### src/rtl/fft_peak_detector.sv
// fft_peak_detector: per-frame strongest-bin finder over an FFT output stream with valid/ack result handshake
module fft_peak_detector #(
  parameter int DATA_WIDTH = 16,
  parameter int FFT_POINTS = 64,
  parameter int ADDR_WIDTH = 6,
  parameter int SKIP_DC    = 1
) (
  input  logic                         clk,
  input  logic                         rst,
  input  logic                         clear,
  input  logic                         in_valid,
  input  logic signed [DATA_WIDTH-1:0] in_real,
  input  logic signed [DATA_WIDTH-1:0] in_imag,
  output logic                         peak_valid,
  input  logic                         peak_ack,
  output logic [ADDR_WIDTH-1:0]        peak_bin,
  output logic [DATA_WIDTH:0]          peak_mag,
  output logic                         busy,
  output logic                         overrun
);
  localparam logic [ADDR_WIDTH-1:0] last_idx = ADDR_WIDTH'(FFT_POINTS - 1);
  localparam logic [ADDR_WIDTH-1:0] init_bin = ADDR_WIDTH'(SKIP_DC != 0);
  function automatic logic [DATA_WIDTH-2:0] sat_abs(input logic signed [DATA_WIDTH-1:0] x);
    logic signed [DATA_WIDTH-1:0] n;
    n = -x;
    return (x == {1'b1, {(DATA_WIDTH-1){1'b0}}}) ? '1 : x[DATA_WIDTH-1] ? n[DATA_WIDTH-2:0] : x[DATA_WIDTH-2:0];
  endfunction
  logic [ADDR_WIDTH-1:0] cnt, s1_b, s2_b, s3_b, best_bin, fin_bin;
  logic                  s1_v, s2_v, s3_v, s1_l, s2_l, s3_l, cand, load;
  logic [DATA_WIDTH-2:0] s1_re, s1_im, mx, mn;
  logic [DATA_WIDTH:0]   mag_c, s2_mag, s3_mag, best_mag, fin_mag;
  always_comb begin
    mx      = s1_re > s1_im ? s1_re : s1_im;
    mn      = s1_re > s1_im ? s1_im : s1_re;
    mag_c   = (DATA_WIDTH+1)'(mx) + (DATA_WIDTH+1)'(mn >> 1);
    cand    = s3_v && !(SKIP_DC != 0 && s3_b == '0) && s3_mag > best_mag;
    fin_bin = cand ? s3_b : best_bin;
    fin_mag = cand ? s3_mag : best_mag;
    load    = s3_v && s3_l && !clear;
    busy    = (cnt != '0) | s1_v | s2_v | s3_v;
  end
  always_ff @(posedge clk) begin
    if (rst) begin
      cnt        <= '0;
      {s1_v, s2_v, s3_v, s1_l, s2_l, s3_l} <= '0;
      {s1_b, s2_b, s3_b} <= '0;
      {s1_re, s1_im, s2_mag, s3_mag} <= '0;
      best_bin   <= init_bin;
      best_mag   <= '0;
      peak_valid <= 1'b0;
      peak_bin   <= '0;
      peak_mag   <= '0;
      overrun    <= 1'b0;
    end else begin
      cnt    <= clear ? '0 : in_valid ? cnt + 1'b1 : cnt;
      s1_v   <= in_valid && !clear;
      s1_b   <= cnt;
      s1_l   <= cnt == last_idx;
      s1_re  <= sat_abs(in_real);
      s1_im  <= sat_abs(in_imag);
      s2_v   <= s1_v && !clear;
      s2_b   <= s1_b;
      s2_l   <= s1_l;
      s2_mag <= mag_c;
      s3_v   <= s2_v && !clear;
      s3_b   <= s2_b;
      s3_l   <= s2_l;
      s3_mag <= s2_mag;
      // reinit on the last bin so a back-to-back frame's bin 0 starts fresh next cycle
      if (clear || (s3_v && s3_l)) begin
        best_bin <= init_bin;
        best_mag <= '0;
      end else if (cand) begin
        best_bin <= s3_b;
        best_mag <= s3_mag;
      end
      if (load) begin
        peak_valid <= 1'b1;
        peak_bin   <= fin_bin;
        peak_mag   <= fin_mag;
        overrun    <= overrun | (peak_valid & ~peak_ack);
      end else if (peak_ack) begin
        peak_valid <= 1'b0;
      end
    end
  end
endmodule

### config.mk
export PLATFORM = sky130hd
export DESIGN_NAME = fft_peak_detector
export DESIGN_NICKNAME = d
export VERILOG_FILES = /design/src/rtl/fft_peak_detector.sv
export SDC_FILE = /design/constraint.sdc
export NUM_CORES = 1
export LEC_CHECK = 0
export ABC_CLOCK_PERIOD_IN_PS = 5300
export CAP_MARGIN = 5
export CORE_ASPECT_RATIO = 0.7
export CORE_MARGIN = 5
export CORE_UTILIZATION = 40
export DETAILED_ROUTE_END_ITERATION = 12
export PLACE_DENSITY = 0.55
export SLEW_MARGIN = 20
export SYNTH_ARGS = -nofsm -noshare
export SYNTH_HDL_FRONTEND = slang
export SYNTH_SLANG_ARGS = --single-unit
### constraint.sdc
create_clock -name clk -period 5.3 [get_ports clk]
set_clock_uncertainty 0.2 [all_clocks]
set_input_delay 1.06 -clock clk [delete_from_list [all_inputs] [get_ports clk]]
set_output_delay 1.06 -clock clk [all_outputs]
set_load 0.005 [all_outputs]
==> results.json <==
{
  "start_kind": "flip-flop",
  "crit_start": "s1_im[14]",
  "wl_met1_um": 8509,
  "rows": 40,
  "setup_viol": 0,
  "antenna_found_initial": 0,
  "drv_cap": 0,
  "holdCritStartpoint": "s1_b[4]",
  "gp_congestion": 0.8339,
  "place_hpwl_um": 11840,
  "ios": 63,
  "worstPathCellList": "inv_1, ha_1, nand4_1, nor3_1, o31ai_1, a32oi_2, buf_4, a21o_1, inv_1, fa_1, nor2b_1, o2111ai_1, and3_1, o311ai_0, o22ai_1, xnor2_1, nor2_1",
  "ys_ff_latch": 140,
  "tightest_slew_ns": 0.9838,
  "core_mm2": 0.01712,
  "vias_per_cell": 5.124,
  "clk_pin_slew_ns": 0.06,
  "wl_met3_um": 831,
  "crit_family": "compound AO/OA/AOI/OAI gates",
  "synthCells": 805,
  "seq_power_share": 0.400,
  "drtIter0Drc": 375,
  "cpMostUsedCell": "inv_1",
  "post_cts_buffers": 0,
  "fin_area_mm2": 0.008332,
  "internal_power_mw": 2.023,
  "grt_pass1_vias": 5465,
  "ctsRootBufferMaster": "clkbuf_16",
  "crit_arrival_ns": 4.75,
  "async_flop_share": 0,
  "place_inst": 1059,
  "die_y_um": 120.3,
  "power.switching_mw": 0.8618,
  "die_w_um": 167.6,
  "worstReg2RegStart": "s1_im[14]",
  "drt-total-wl_um": 16340,
  "synth.distinct_cells": 53,
  "cp.required_ns": 5.38,
  "cp_max_fo": 13,
  "synth_area_leader_cell": "dfxtp_1",
  "syn_to_final_growth_pct": 19.81,
  "wl_met2_um": 6891,
  "synthTopCellsByArea": "dfxtp_1 40%, ha_1 8.8%, a21oi_1 4.7%",
  "switching_share": 0.2987,
  "insertion_delay_ns": 0.42,
  "vias": 5590,
  "instances_no_fill": 1091,
  "critical_path_buf_inv_count": 3,
  "period_share": 0.8818,
  "synth.most_common_cell": "dfxtp_1",
  "grt-ovfl-total": 0,
  "end_kind": "flip-flop",
  "rsz0062_at_grt": "false",
  "diodes": 0,
  "synth_edf_count": 0,
  "top_layer": "met4",
  "powerDensity_mw_per_mm2": 346.2,
  "cp_slowest_cell": "o311ai_0",
  "slowest_delay_ns": 0.61,
  "dpl-instance-area_mm2": 0.007739,
  "relSlewSlack": 0.3435,
  "tns_ns": 0,
  "status": "completed",
  "ant_nets": 0,
  "clkSinkCount": 140,
  "dieArea_mm2": 0.02016,
  "avgSynthCellArea_um2": 8.639,
  "start_util": 0.4063,
  "postCtsHoldBufs": 0,
  "cts_tree": "built",
  "numCtsBuffers": 17,
  "wl_per_cell_um": 14.97,
  "synth_nets": 892,
  "synth_top_area_frac": 0.4030,
  "nets": 934,
  "peakVddDrop_mv": 0.2063,
  "grt_pass1_wl_um": 26940,
  "finish.utilization": 0.4868,
  "yosysWarnings": 0,
  "drive_gt1_frac": 0.07442,
  "ys_top_cells_by_count": "140 x dfxtp_1, 83 x nand2_1, 80 x nor2_1, 66 x a21oi_1, 49 x ha_1",
  "grt.total_usage": 0.1644,
  "hold_viol": 0,
  "ctsLongestPathBuffers": 2,
  "cts-resized-gates": 0,
  "clockPowerShare": 0.417,
  "grt_max_degree": 71,
  "nFillCells": 1642,
  "portBuffers": 62,
  "hold_class": "reg -> reg",
  "p_leak_nw": 3.537,
  "critPathKind": "reg -> reg",
  "cts.htree.levels": 4,
  "synth_flop_cell": "dfxtp_1",
  "fmax_mhz": 214.0,
  "comb_power_share": 0.183,
  "yosysSeqAreaShare": 0.4030,
  "first_pass_iters": 7,
  "drcViolationCount": 0,
  "period_needed_ns": 4.674,
  "drv_slew": 0,
  "fin_hold_ws_ns": 0.2365,
  "synth_area_mm2": 0.006954
}
==> power groups by stage <==
stage | logic [mW] | clock network, mW | registers [mW]
final | 0.529 | 1.20 | 1.15
after global routing | 0.599 | 1.28 | 1.16
after CTS | 0.531 | 1.22 | 1.15
after detailed placement | 0.525 | 0 | 1.18
after global placement | 0.514 | 0 | 1.18
after floorplan | 0.381 | 0 | 1.16
==> cells by family after synthesis <==
group	count (synthesis)	share of synthesized area
AOI/OAI and AO/OA	188	0.1688
buffers and inverters	87	0.05056
adders and majority gates	50	0.09104
xor gates and xnor gates	40	0.05038
and+or+nand+nor	260	0.1760
muxes	40	0.06027
DFF	140	0.4030
==> worst paths after layout <==
check	endpoint	slack, ns	depth (start not counted)
setup / recovery	s2_mag[14]	0.63	17
hold / removal	s2_b[4]	0.24	1
setup reg to reg	s2_mag[14]	0.63	17
hold reg to reg	s2_b[4]	0.24	1
==> registers in the layout (all words and copies together), names as in the netlist, 6 cells and up <==
signal and flops:
s2_mag 16, peak_mag 17, s1_b 6, s1_im 15
s3_mag 16, best_bin 6, s3_b 6, peak_bin 6
s1_re 15, cnt 6, best_mag 17, s2_b 6
==> routing by layer <==
layer | global-route usage | up-vias
met1 | 0.2344 | 2584
met5 | 0 | -
met2 | 0.2505 | 122
met4 | 0.04004 | 0
met3 | 0.04118 | 9
li1 | - | 2875
==> worst reg2reg max path: stages (launching register included) <==
cell and delay [ns]:
dfxtp_1 0.35, inv_1 0.05, ha_1 0.31, nand4_1 0.12, nor3_1 0.35, o31ai_1 0.15
a32oi_2 0.46, buf_4 0.27, a21o_1 0.15, inv_1 0.06, fa_1 0.42, nor2b_1 0.24
o2111ai_1 0.13, and3_1 0.22, o311ai_0 0.61, o22ai_1 0.21, xnor2_1 0.20, nor2_1 0.05
==> cells in the final DEF (no fill, tap or decap), drive strengths merged, types with 16 or more instances in the layout <==
cell           count
o22ai             23
nor2              80
clkdlybuf4s50     61
nor2b             42
ha                49
inv               54
clkbuf            17
o21ai             36
o311ai            16
mux2i             25
dfxtp            140
nand2             83
xor2              27
a21oi             67
==> metrics by stage <==
step | setup slack [ns] | total power [mW]
after floorplan | 1.229 | 1.545
after global placement | 0.8872 | 1.691
after detailed placement | 0.7433 | 1.703
after CTS | 0.6999 | 2.909
after global routing | 0.2804 | 3.037
final | 0.6264 | 2.885
==> final cells by class <==
class / count / area, um^2 / share of cell area
clock inverter: 15 / 167.7 / 0.02012
multi-input combinational: 578 / 3832 / 0.4600
tap: 231 / 289.0 / 0.03469
timing repair buffer: 67 / 653.1 / 0.07839
clock buffer: 17 / 425.4 / 0.05106
inverter: 43 / 161.4 / 0.01937
sequential: 140 / 2803 / 0.3364
(Power assumes the default switching activity.)
